===== src/rtl/ux607_tlwidthwidget_narrow_if.sv =====
// TileLink-UL A/D channel bundle. One instance per side of the width widget;
// DATA_BYTES sets the beat width of that side.
interface ux607_tlwidthwidget_narrow_if #(
   parameter int unsigned DATA_BYTES = 4,
   parameter int unsigned ADDR_W     = 30,
   parameter int unsigned SRC_W      = 2,
   parameter int unsigned SIZE_W     = 3
);
   logic                    a_valid;
   logic                    a_ready;
   logic [2:0]              a_opcode;
   logic [2:0]              a_param;
   logic [SIZE_W-1:0]       a_size;
   logic [SRC_W-1:0]        a_source;
   logic [ADDR_W-1:0]       a_address;
   logic [DATA_BYTES-1:0]   a_mask;
   logic [8*DATA_BYTES-1:0] a_data;

   logic                    d_valid;
   logic                    d_ready;
   logic [2:0]              d_opcode;
   logic [1:0]              d_param;
   logic [SIZE_W-1:0]       d_size;
   logic [SRC_W-1:0]        d_source;
   logic                    d_sink;
   logic                    d_error;
   logic [8*DATA_BYTES-1:0] d_data;

   modport master (
      output a_valid, a_opcode, a_param, a_size, a_source, a_address, a_mask, a_data,
      input  a_ready,
      input  d_valid, d_opcode, d_param, d_size, d_source, d_sink, d_error, d_data,
      output d_ready
   );

   modport slave (
      input  a_valid, a_opcode, a_param, a_size, a_source, a_address, a_mask, a_data,
      output a_ready,
      output d_valid, d_opcode, d_param, d_size, d_source, d_sink, d_error, d_data,
      input  d_ready
   );
endinterface


===== src/rtl/ux607_tlwidthwidget_narrow.sv =====
// TileLink-UL width narrower: splits wide Put beats into narrow A beats and merges
// narrow AccessAckData beats back into one wide D beat.
module ux607_tlwidthwidget_narrow #(
   parameter int unsigned IN_BYTES  = 4,
   parameter int unsigned OUT_BYTES = 1,
   parameter int unsigned ADDR_W    = 30,
   parameter int unsigned SRC_W     = 2,
   parameter int unsigned SIZE_W    = 3
) (
   input  logic                                clock,
   input  logic                                reset,
   ux607_tlwidthwidget_narrow_if.slave         io_wide,
   ux607_tlwidthwidget_narrow_if.master        io_narrow
);
   localparam int unsigned R   = IN_BYTES / OUT_BYTES;
   localparam int unsigned DW  = 8 * OUT_BYTES;
   localparam int unsigned LSB = $clog2(OUT_BYTES);
   localparam int unsigned RW  = (R > 1) ? $clog2(R) : 1;

   assign io_narrow.a_valid  = io_wide.a_valid;
   assign io_narrow.a_opcode = io_wide.a_opcode;
   assign io_narrow.a_param  = io_wide.a_param;
   assign io_narrow.a_size   = io_wide.a_size;
   assign io_narrow.a_source = io_wide.a_source;
   assign io_wide.d_opcode   = io_narrow.d_opcode;
   assign io_wide.d_param    = io_narrow.d_param;
   assign io_wide.d_size     = io_narrow.d_size;
   assign io_wide.d_source   = io_narrow.d_source;
   assign io_wide.d_sink     = io_narrow.d_sink;

   // Narrow beats per wide beat for a given log2 transfer size.
   function automatic int unsigned beats_of(input logic [SIZE_W-1:0] sz);
      int unsigned nbytes;
      nbytes = 32'd1 << sz;
      if (nbytes <= OUT_BYTES) return 1;
      if (nbytes / OUT_BYTES >= R) return R;
      return nbytes / OUT_BYTES;
   endfunction

   generate
      if (R == 1) begin : g_wire
         assign io_narrow.a_address = io_wide.a_address;
         assign io_narrow.a_mask    = io_wide.a_mask;
         assign io_narrow.a_data    = io_wide.a_data;
         assign io_wide.a_ready     = io_narrow.a_ready;
         assign io_wide.d_valid     = io_narrow.d_valid;
         assign io_narrow.d_ready   = io_wide.d_ready;
         assign io_wide.d_error     = io_narrow.d_error;
         assign io_wide.d_data      = io_narrow.d_data;
      end else begin : g_narrow
         logic [RW-1:0]          r_a_cnt;
         logic [RW-1:0]          r_d_cnt;
         logic [R-2:0][DW-1:0]   r_acc;
         logic                   r_err_acc;
         int unsigned            w_a_k;
         int unsigned            w_d_k;
         logic                   w_a_put;
         logic                   w_a_last;
         logic                   w_d_merge;
         logic                   w_d_nonfinal;
         logic [RW-1:0]          w_lane;
         logic [RW-1:0]          w_slice;
         logic [RW-1:0]          w_d_kmask;
         logic [ADDR_W-1:0]      w_addr;
         logic [OUT_BYTES-1:0]   w_mask;
         logic [8*IN_BYTES-1:0]  w_d_data;

         assign w_a_k    = beats_of(io_wide.a_size);
         assign w_a_put  = (io_wide.a_opcode == 3'd0) || (io_wide.a_opcode == 3'd1);
         assign w_lane   = io_wide.a_address[LSB +: RW];
         assign w_slice  = w_a_put ? w_lane + r_a_cnt : w_lane;
         assign w_a_last = !w_a_put || (32'(r_a_cnt) == w_a_k - 32'd1);

         always_comb begin
            w_addr = io_wide.a_address;
            w_addr[LSB +: RW] = w_slice;
            w_mask = io_wide.a_mask[w_slice*OUT_BYTES +: OUT_BYTES];
            if (!w_a_put && ((32'd1 << io_wide.a_size) >= OUT_BYTES)) w_mask = '1;
         end

         assign io_narrow.a_address = w_addr;
         assign io_narrow.a_mask    = w_mask;
         assign io_narrow.a_data    = io_wide.a_data[w_slice*DW +: DW];
         assign io_wide.a_ready     = io_narrow.a_ready && w_a_last;

         assign w_d_k        = beats_of(io_narrow.d_size);
         assign w_d_merge    = (io_narrow.d_opcode == 3'd1) && (w_d_k > 1);
         assign w_d_nonfinal = w_d_merge && (32'(r_d_cnt) < w_d_k - 32'd1);
         assign w_d_kmask    = w_d_merge ? RW'(w_d_k - 32'd1) : '0;

         assign io_narrow.d_ready = w_d_nonfinal || io_wide.d_ready;
         assign io_wide.d_valid   = io_narrow.d_valid && !w_d_nonfinal;
         assign io_wide.d_error   = r_err_acc | io_narrow.d_error;
         assign io_wide.d_data    = w_d_data;

         // Slot s of the wide beat shows merged beat (s mod K); the live beat is always K-1.
         always_comb begin
            w_d_data = '0;
            for (int unsigned s = 0; s < R; s++) begin
               if ((RW'(s) & w_d_kmask) == w_d_kmask) w_d_data[s*DW +: DW] = io_narrow.d_data;
               else                                     w_d_data[s*DW +: DW] = r_acc[RW'(s) & w_d_kmask];
            end
         end

         always_ff @(posedge clock) begin
            if (reset) begin
               r_a_cnt   <= '0;
               r_d_cnt   <= '0;
               r_acc     <= '0;
               r_err_acc <= 1'b0;
            end else begin
               if (io_narrow.a_valid && io_narrow.a_ready && w_a_put)
                  r_a_cnt <= w_a_last ? '0 : r_a_cnt + 1'b1;
               if (io_narrow.d_valid && io_narrow.d_ready) begin
                  if (w_d_nonfinal) begin
                     r_acc[r_d_cnt] <= io_narrow.d_data;
                     r_err_acc      <= r_err_acc | io_narrow.d_error;
                     r_d_cnt        <= r_d_cnt + 1'b1;
                  end else if (w_d_merge) begin
                     r_d_cnt   <= '0;
                     r_err_acc <= 1'b0;
                  end
               end
            end
         end
      end
   endgenerate
endmodule


===== src/flat_wrapper.sv =====
// flat-port wrapper written by rule: the top's interface ports become plain ports
module ux607_tlwidthwidget_narrow_flat 
#(
   parameter int unsigned IN_BYTES  = 4,
   parameter int unsigned OUT_BYTES = 1,
   parameter int unsigned ADDR_W    = 30,
   parameter int unsigned SRC_W     = 2,
   parameter int unsigned SIZE_W    = 3
)
  (clock, reset, io_wide_a_valid, io_wide_a_opcode, io_wide_a_param, io_wide_a_size, io_wide_a_source, io_wide_a_address, io_wide_a_mask, io_wide_a_data, io_wide_a_ready, io_wide_d_valid, io_wide_d_opcode, io_wide_d_param, io_wide_d_size, io_wide_d_source, io_wide_d_sink, io_wide_d_error, io_wide_d_data, io_wide_d_ready, io_narrow_a_valid, io_narrow_a_opcode, io_narrow_a_param, io_narrow_a_size, io_narrow_a_source, io_narrow_a_address, io_narrow_a_mask, io_narrow_a_data, io_narrow_a_ready, io_narrow_d_valid, io_narrow_d_opcode, io_narrow_d_param, io_narrow_d_size, io_narrow_d_source, io_narrow_d_sink, io_narrow_d_error, io_narrow_d_data, io_narrow_d_ready);
  ux607_tlwidthwidget_narrow_if #(.DATA_BYTES(4), .ADDR_W(ADDR_W), .SRC_W(SRC_W), .SIZE_W(SIZE_W)) io_wide_i ();
  ux607_tlwidthwidget_narrow_if #(.DATA_BYTES(1), .ADDR_W(ADDR_W), .SRC_W(SRC_W), .SIZE_W(SIZE_W)) io_narrow_i ();
  input  logic clock;
  input  logic reset;
  input wire logic [$bits(io_wide_i.a_valid)-1:0] io_wide_a_valid;
  input wire logic [$bits(io_wide_i.a_opcode)-1:0] io_wide_a_opcode;
  input wire logic [$bits(io_wide_i.a_param)-1:0] io_wide_a_param;
  input wire logic [$bits(io_wide_i.a_size)-1:0] io_wide_a_size;
  input wire logic [$bits(io_wide_i.a_source)-1:0] io_wide_a_source;
  input wire logic [$bits(io_wide_i.a_address)-1:0] io_wide_a_address;
  input wire logic [$bits(io_wide_i.a_mask)-1:0] io_wide_a_mask;
  input wire logic [$bits(io_wide_i.a_data)-1:0] io_wide_a_data;
  output wire logic [$bits(io_wide_i.a_ready)-1:0] io_wide_a_ready;
  output wire logic [$bits(io_wide_i.d_valid)-1:0] io_wide_d_valid;
  output wire logic [$bits(io_wide_i.d_opcode)-1:0] io_wide_d_opcode;
  output wire logic [$bits(io_wide_i.d_param)-1:0] io_wide_d_param;
  output wire logic [$bits(io_wide_i.d_size)-1:0] io_wide_d_size;
  output wire logic [$bits(io_wide_i.d_source)-1:0] io_wide_d_source;
  output wire logic [$bits(io_wide_i.d_sink)-1:0] io_wide_d_sink;
  output wire logic [$bits(io_wide_i.d_error)-1:0] io_wide_d_error;
  output wire logic [$bits(io_wide_i.d_data)-1:0] io_wide_d_data;
  input wire logic [$bits(io_wide_i.d_ready)-1:0] io_wide_d_ready;
  output wire logic [$bits(io_narrow_i.a_valid)-1:0] io_narrow_a_valid;
  output wire logic [$bits(io_narrow_i.a_opcode)-1:0] io_narrow_a_opcode;
  output wire logic [$bits(io_narrow_i.a_param)-1:0] io_narrow_a_param;
  output wire logic [$bits(io_narrow_i.a_size)-1:0] io_narrow_a_size;
  output wire logic [$bits(io_narrow_i.a_source)-1:0] io_narrow_a_source;
  output wire logic [$bits(io_narrow_i.a_address)-1:0] io_narrow_a_address;
  output wire logic [$bits(io_narrow_i.a_mask)-1:0] io_narrow_a_mask;
  output wire logic [$bits(io_narrow_i.a_data)-1:0] io_narrow_a_data;
  input wire logic [$bits(io_narrow_i.a_ready)-1:0] io_narrow_a_ready;
  input wire logic [$bits(io_narrow_i.d_valid)-1:0] io_narrow_d_valid;
  input wire logic [$bits(io_narrow_i.d_opcode)-1:0] io_narrow_d_opcode;
  input wire logic [$bits(io_narrow_i.d_param)-1:0] io_narrow_d_param;
  input wire logic [$bits(io_narrow_i.d_size)-1:0] io_narrow_d_size;
  input wire logic [$bits(io_narrow_i.d_source)-1:0] io_narrow_d_source;
  input wire logic [$bits(io_narrow_i.d_sink)-1:0] io_narrow_d_sink;
  input wire logic [$bits(io_narrow_i.d_error)-1:0] io_narrow_d_error;
  input wire logic [$bits(io_narrow_i.d_data)-1:0] io_narrow_d_data;
  output wire logic [$bits(io_narrow_i.d_ready)-1:0] io_narrow_d_ready;
  assign io_wide_i.a_valid = io_wide_a_valid;
  assign io_wide_i.a_opcode = io_wide_a_opcode;
  assign io_wide_i.a_param = io_wide_a_param;
  assign io_wide_i.a_size = io_wide_a_size;
  assign io_wide_i.a_source = io_wide_a_source;
  assign io_wide_i.a_address = io_wide_a_address;
  assign io_wide_i.a_mask = io_wide_a_mask;
  assign io_wide_i.a_data = io_wide_a_data;
  assign io_wide_a_ready = io_wide_i.a_ready;
  assign io_wide_d_valid = io_wide_i.d_valid;
  assign io_wide_d_opcode = io_wide_i.d_opcode;
  assign io_wide_d_param = io_wide_i.d_param;
  assign io_wide_d_size = io_wide_i.d_size;
  assign io_wide_d_source = io_wide_i.d_source;
  assign io_wide_d_sink = io_wide_i.d_sink;
  assign io_wide_d_error = io_wide_i.d_error;
  assign io_wide_d_data = io_wide_i.d_data;
  assign io_wide_i.d_ready = io_wide_d_ready;
  assign io_narrow_a_valid = io_narrow_i.a_valid;
  assign io_narrow_a_opcode = io_narrow_i.a_opcode;
  assign io_narrow_a_param = io_narrow_i.a_param;
  assign io_narrow_a_size = io_narrow_i.a_size;
  assign io_narrow_a_source = io_narrow_i.a_source;
  assign io_narrow_a_address = io_narrow_i.a_address;
  assign io_narrow_a_mask = io_narrow_i.a_mask;
  assign io_narrow_a_data = io_narrow_i.a_data;
  assign io_narrow_i.a_ready = io_narrow_a_ready;
  assign io_narrow_i.d_valid = io_narrow_d_valid;
  assign io_narrow_i.d_opcode = io_narrow_d_opcode;
  assign io_narrow_i.d_param = io_narrow_d_param;
  assign io_narrow_i.d_size = io_narrow_d_size;
  assign io_narrow_i.d_source = io_narrow_d_source;
  assign io_narrow_i.d_sink = io_narrow_d_sink;
  assign io_narrow_i.d_error = io_narrow_d_error;
  assign io_narrow_i.d_data = io_narrow_d_data;
  assign io_narrow_d_ready = io_narrow_i.d_ready;
  ux607_tlwidthwidget_narrow #(.IN_BYTES(IN_BYTES), .OUT_BYTES(OUT_BYTES), .ADDR_W(ADDR_W), .SRC_W(SRC_W), .SIZE_W(SIZE_W)) u_core (.clock(clock), .reset(reset), .io_wide(io_wide_i), .io_narrow(io_narrow_i));
endmodule

===== config.mk =====
export PLATFORM = sky130hd
export DESIGN_NAME = ux607_tlwidthwidget_narrow_flat
export DESIGN_NICKNAME = d
export VERILOG_FILES = /design/src/rtl/ux607_tlwidthwidget_narrow_if.sv /design/src/rtl/ux607_tlwidthwidget_narrow.sv /design/src/flat_wrapper.sv
export SDC_FILE = /design/constraint.sdc
export NUM_CORES = 1
export LEC_CHECK = 0
export BUFFER_PORTS_ARGS = -buffer_cell sky130_fd_sc_hd__buf_4
export CAP_MARGIN = 20
export CELL_PAD_IN_SITES_DETAIL_PLACEMENT = 0
export CELL_PAD_IN_SITES_GLOBAL_PLACEMENT = 1
export CORE_MARGIN = 2
export CORE_UTILIZATION = 24
export CTS_CLUSTER_DIAMETER = 40
export CTS_CLUSTER_SIZE = 14
export DETAILED_ROUTE_END_ITERATION = 10
export HOLD_SLACK_MARGIN = 0.06
export PLACE_DENSITY = 0.69
export SLEW_MARGIN = 20
export SYNTH_ARGS = -nofsm -noshare
export SYNTH_HDL_FRONTEND = slang
export SYNTH_SLANG_ARGS = --single-unit

===== constraint.sdc =====
create_clock -name clock -period 2.2 [get_ports clock]
set_clock_uncertainty 0.1 [all_clocks]
set_input_delay 0.11 -clock clock [delete_from_list [all_inputs] [get_ports clock]]
set_output_delay 0.11 -clock clock [all_outputs]
set_load 0.03 [all_outputs]

==> run summary, run 1 <==
Reg clk slew, reported paths: 0.05 ns
Initial antenna violation count: 0
Leakage: 1.664 nW
Commonest cells after routing, fill and taps aside: 134 x buf_4, 43 x nand2_1, 43 x a21oi_1
Wire per inst: 15.11 um
Final setup vio count: 0
Hpwl dp: 7213 um
Via density: 4.868
Count of final max-slew check failures: 0
CP startpoint kind: flip-flop
Critical path arrival: 1.95 ns
Register bit total from synthesis: 29
Area Growth Syn to Fin: 32.88%
Synth warn: 0
Die W: 118.7 um
Place WS: 0.1216 ns
Critical path type: flip-flop to output port
Crit. End Element: output port
Min cycle time layout: 2.165 ns
Mux contribution to synthesized area: 0.07924
Ys flop type: dfxtp_1
DRT Pass-1 Iters: 4
Max Cap Viol: 0
Fmax: 462.0 MHz
Routed WL: 9959 um
Detailed Route Iter0 Violations: 172
Setup TNS: 0 ns
Placed cell count: 636
GRT Resource Usage Total: 0.1317
Antenna-violating nets left: 0
CP Max Fanout: 8
I/O Buffers: 122
ANT cells: 0
EDFF count, synth: 0
Period utilisation layout: 0.9839
Pwr Total: 1.866 mW
Die height: 118.7 um
PD cells: 444.5 mW/mm2
Insertion delay to the later sink of the worst-skew pair: 0.27 ns
H-tree depth: 2
RePlAce Congestion: 0.7542
CTS Buf Count: 5
First-pass GRT wire length: 15600 um
Syn_area_per_cell: 7.519 um2
Layout cells sized above 1: 0.3655
Starting Density: 0.2482
Xor and xnor area share after synthesis: 0.01307
Commonest non-fill, non-tap cell in the layout: buf_4
Pin count of the biggest net entering global routing: 67
Die area: 0.01409 mm2
Compound-gate portion of the synthesized area: 0.2662
Post-synth ARST share: 0
TritonCTS clock tree: built
GR Overflow Total: 0
Site Rows: 41
Synth cell types: 51
Main combinational cell family by area after synthesis: compound AO/OA/AOI/OAI gates
Worst slew pin tran: 0.6184 ns
Min-delay worst type: input pin to flip-flop
Ports: 201
CTS max path bufs: 2
Slew HR: 0.5862
Vias in the first global route: 3144
Layout Nets: 596
Post-Synth Adder-Cell Area: 0.02773
DRC Markers: 0
Sink Count: 29
Fin util: 0.3299
Synth Instances: 420
Post-route insts no fill: 659
Mapped Area: 0.003158 mm2
Simple-Gate Fraction of Synth Area: 0.2250
Max rail drop VDD: 0.2285 mV
Routed via count: 3208
Placeable Area: 0.01272 mm2
Root Driver: clkbuf_16
RSZ-0062 raised after global routing: yes
Post-route worst setup slack: 0.03534 ns
Status: complete, no violations
Fin. Hold Viols: 0
Critical Path RT: 1.99 ns
Seq/Total Area, Yosys: 0.1838
-- worst max-delay path, stage by stage, from the launching register on --
cell	delay, ns
dfxtp_2	0.35
ha_4	0.20
xor2_4	0.20
buf_12	0.15
nand2_8	0.08
a311oi_4	0.37
mux2i_1	0.13
buf_4	0.18
-- flip-flops by register name, indices dropped and copies added (netlist names) --
signal	flops
u_core.g_narrow.r_a_cnt	2
u_core.g_narrow.r_err_acc	1
u_core.g_narrow.r_d_cnt	2
u_core.g_narrow.r_acc	24
-- final timing paths --
check | slack (ns) | cells past startpoint | from | endpoint
min | 0.07 | 3 | io_narrow_d_error | u_core.g_narrow.r_err_acc$_SDFFE_PP0P_
min reg2reg | 0.38 | 2 | u_core.g_narrow.r_acc[15]$_SDFFE_PP0P_ | u_core.g_narrow.r_acc[15]$_SDFFE_PP0P_
max reg2reg | 0.27 | 6 | u_core.g_narrow.r_d_cnt[1]$_SDFFE_PP0P_ | u_core.g_narrow.r_acc[13]$_SDFFE_PP0P_
max | 0.04 | 7 | u_core.g_narrow.r_a_cnt[0]$_SDFFE_PP0P_ | io_narrow_a_data[2]
-- through the flow --
step	instance area, um2	hold slack, ns
6_report	4197	0.06916
5_1_grt	4197	0.1058
4_1_cts	4105	0.06752
3_5_place_dp	3791	0.1202
3_3_place_gp	3791	0.1202
2_1_floorplan	3166	0.1075
-- area by class of cell --
type | count | area [um2]
Clock buffer | 5 | 125.1
Clock inverter | 3 | 17.52
Fill cell | 1381 | 8526
Inverter | 8 | 32.53
Multi-Input combinational cell | 293 | 2052
Sequential cell | 29 | 583.1
Tap cell | 172 | 215.2
Timing Repair Buffer | 148 | 1164
Timing Repair inverter | 1 | 7.507
-- metal layers --
metal / wire length (um) / vias to the layer above / GRT usage / part of all wire
met1: 4279 / 1429 / 0.1649 / 0.43
li1: - / 1614 / - / -
met4: 210 / 0 / 0.03869 / 0.021
met5: 0 / - / 0 / 0
met2: 4615 / 128 / 0.2191 / 0.46
met3: 853 / 37 / 0.03716 / 0.086
-- Yosys cell counts (3+ instances only) --
master / count / area [um2]
ha_1: 7 / 87.58
nand4_1: 25 / 156.4
clkbuf_1: 12 / 45.04
a311oi_1: 17 / 148.9
mux2_2: 8 / 90.09
o21ai_0: 12 / 60.06
dfxtp_1: 29 / 580.6
nand2b_1: 33 / 206.5
inv_1: 7 / 26.28
a211oi_1: 17 / 127.6
o21ai_1: 3 / 15.01
nand2_1: 43 / 161.4
buf_2: 19 / 95.09
o31ai_1: 24 / 180.2
mux2i_1: 16 / 160.2
buf_4: 59 / 442.9
or3_1: 3 / 18.77
a21oi_1: 43 / 215.2
-- where the power goes --
group	switching (mW)	total, mW	internal, mW
Clock	0.244	0.658	0.414
Combinational	0.388	0.673	0.285
Sequential	0.00428	0.535	0.531
Total	0.636	1.87	1.23
-- what timing repair did --
action / in CTS / in global routing
cloned: 2 / 1
setup endpoints to repair: 9 / 9
hold endpoints to repair: 26 / 0
hold buffers: 10 / 0
gates resized for setup: 12 / 10
setup buffers: 1 / 1
pin swaps: 1 / 9
-- kinds of logic (layout without fill, tap and decap cells) --
kind of cell	Yosys count	in the layout
adder cells (fa/ha/maj)	7	7
XOR/XNOR	3	3
buffers and inverters	101	165
AO/OA/AOI/OAI	126	126
flip-flops	29	29
AND/OR/NAND/NOR	128	129
other	2	4
multiplexers	24	24
Power figures use the tool's default switching activity.
==> run 2, diff against run 1 <==
==> constraint.sdc (replaced) <==
create_clock -name clock -period 2.1 [get_ports clock]
set_clock_uncertainty 0.1 [all_clocks]
set_input_delay 0.105 -clock clock [delete_from_list [all_inputs] [get_ports clock]]
set_output_delay 0.105 -clock clock [all_outputs]
set_load 0.03 [all_outputs]
==> run 2 against run 1 <==
The flow now finishes with violations (setup timing). Sequential power increased by 4.5%. Global-route usage about the same. Cell area is 0.39% lower. First-iteration DRC count fell by 15%. Largest power group unchanged.
==> run summary, run 2 (synthesized netlist as in run 1, its figures left out) <==
Comb power frac: 0.360
CP startpoint: u_core.g_narrow.r_a_cnt[0]$_SDFFE_PP0P_
Crit. End Element: output port
Post-route insts no fill: 658
Met1 usage in global routing: 0.1675
Ports: 201
Min-delay worst type: input pin to flip-flop
First-pass GRT wire length: 15520 um
CTS max path bufs: 2
Commonest non-fill, non-tap cell in the layout: buf_4
ANT cells: 0
Pwr Total: 1.947 mW
Max FFs per register: 24
Fin. Hold Viols: 0
Routed WL: 9623 um
Critical path type: flip-flop to output port
Wire per inst: 14.62 um
Max Cap Viol: 0
Top delay family on crit path: simple AND/OR/NAND/NOR gates
Post-route worst setup slack: -0.04882 ns
Die height: 118.7 um
DRC Markers: 0
Most crowded layer after global routing: met2
Hpwl dp: 7040 um
Site Rows: 41
Via density: 4.898
Count of final max-slew check failures: 0
Status: complete, but fails checks
RSZ-0062 raised after global routing: yes
Design area: 0.004180 mm2
Setup TNS: -0.2477 ns
Worst reg2reg path startpoint: u_core.g_narrow.r_d_cnt[1]$_SDFFE_PP0P_
Antenna-violating nets left: 0
Fmax: 465.4 MHz
Reg clk slew, reported paths: 0.05 ns
Critical path arrival: 1.94 ns
Min cycle time layout: 2.149 ns
GRT Resource Usage Total: 0.1315
Area Growth Syn to Fin: 32.37%
Detailed Route Iter0 Violations: 146
# fillers: 1382
Die area: 0.01409 mm2
Layout cells sized above 1: 0.3663
Root Driver: clkbuf_16
CP startpoint kind: flip-flop
M3 GR Usage: 0.04102
Switching part of the total power: 0.3385
CP max stage delay: 0.37 ns
DP Area: 0.003807 mm2
Commonest cells after routing, fill and taps aside: 132 x buf_4, 43 x nand2_1, 42 x a21oi_1
CP Cell Sequence: ha_4, or3b_4, and2_4, clkinvlp_4, mux2i_1, buf_4
Routed via count: 3223
Clock network fraction of total power: 0.352
Initial antenna violation count: 0
CP Max Fanout: 5
Pin count of the biggest net entering global routing: 67
Largest reg by FF count: u_core.g_narrow.r_acc
Grt met2 use: 0.2130
Layout Nets: 595
Placed cell count: 636
CTS Buf Count: 5
Insertion delay to the later sink of the worst-skew pair: 0.27 ns
TritonCTS clock tree: built
Sink Count: 29
Critical Path RT: 1.89 ns
I/O Buffers: 122
Max rail drop VDD: 0.2630 mV
Vias in the first global route: 3018
GR Overflow Total: 0
Largest regs: u_core.g_narrow.r_acc x24, u_core.g_narrow.r_a_cnt x2, u_core.g_narrow.r_d_cnt x2
Period utilisation layout: 1.023
CP max stage cell: or3b_4
Final setup vio count: 6
Fin util: 0.3286
Violated checks: setup timing
RePlAce Congestion: 0.7374
NetSw: 0.6590 mW
Leakage: 1.665 nW
Reg power frac: 0.287
Die W: 118.7 um
Placeable Area: 0.01272 mm2
Worst Path Buf+Inv: 2
Hold path startpoint: io_narrow_a_ready
DRT Pass-1 Iters: 4
PD cells: 465.7 mW/mm2
Int Power: 1.288 mW
Place WS: 0.05984 ns
H-tree depth: 2
Starting Density: 0.2482
Minimum hold slack: 0.07743 ns
run 2: area by class of cell:
class,count,area [um2],share of cell area
Sequential cell,29,585.6,0.1401
Clock buffer,5,125.1,0.02993
Multi-Input combinational cell,292,2028,0.4852
Timing Repair inverter,1,7.507,0.001796
Timing Repair Buffer,148,1166,0.2790
Clock inverter,3,17.52,0.004190
Tap cell,172,215.2,0.05148
Inverter,8,35.03,0.008381
run 2: repair_timing:
action	CTS	global route
endpoints found under the setup margin	10	10
endpoints found under the hold margin	26	0
cloned	2	0
pin swaps	2	2
gates resized for setup	18	5
setup buffers	1	0
hold buffers	11	0
run 2: path summary, 6_finish.rpt:
check                           cells after the start  slack (ns)                                       to
worst min-delay path                                4        0.08  u_core.g_narrow.r_a_cnt[0]$_SDFFE_PP0P_
worst max register to register                      6        0.22   u_core.g_narrow.r_acc[13]$_SDFFE_PP0P_
worst min register to register                      2        0.37   u_core.g_narrow.r_acc[15]$_SDFFE_PP0P_
worst max-delay path                                6       -0.05                      io_narrow_a_data[4]
run 2: power groups by stage:
stage / Combinational (mW) / Sequential, mW / Clock, mW
4_1_cts: 0.701 / 0.560 / 0.698
5_1_grt: 0.753 / 0.560 / 0.739
3_3_place_gp: 0.659 / 0.571 / 0
3_5_place_dp: 0.666 / 0.572 / 0
6_report: 0.701 / 0.559 / 0.686
2_1_floorplan: 0.543 / 0.571 / 0
run 2: worst register-to-register path: cells and delay by family, from the launching register on:
family,cells,cell delay (ns)
adders and majority gates,1,0.24
AOI/OAI and AO/OA,3,0.60
buffers and inverters,1,0.22
DFF,1,0.34
and+or+nand+nor,1,0.24
run 2: routing by layer:
| metal | share of wire | routed length (um) |
|---|---|---|
| met1 | 0.43 | 4091 |
| met5 | 0 | 0 |
| met4 | 0.017 | 161 |
| met2 | 0.47 | 4535 |
| met3 | 0.087 | 835 |
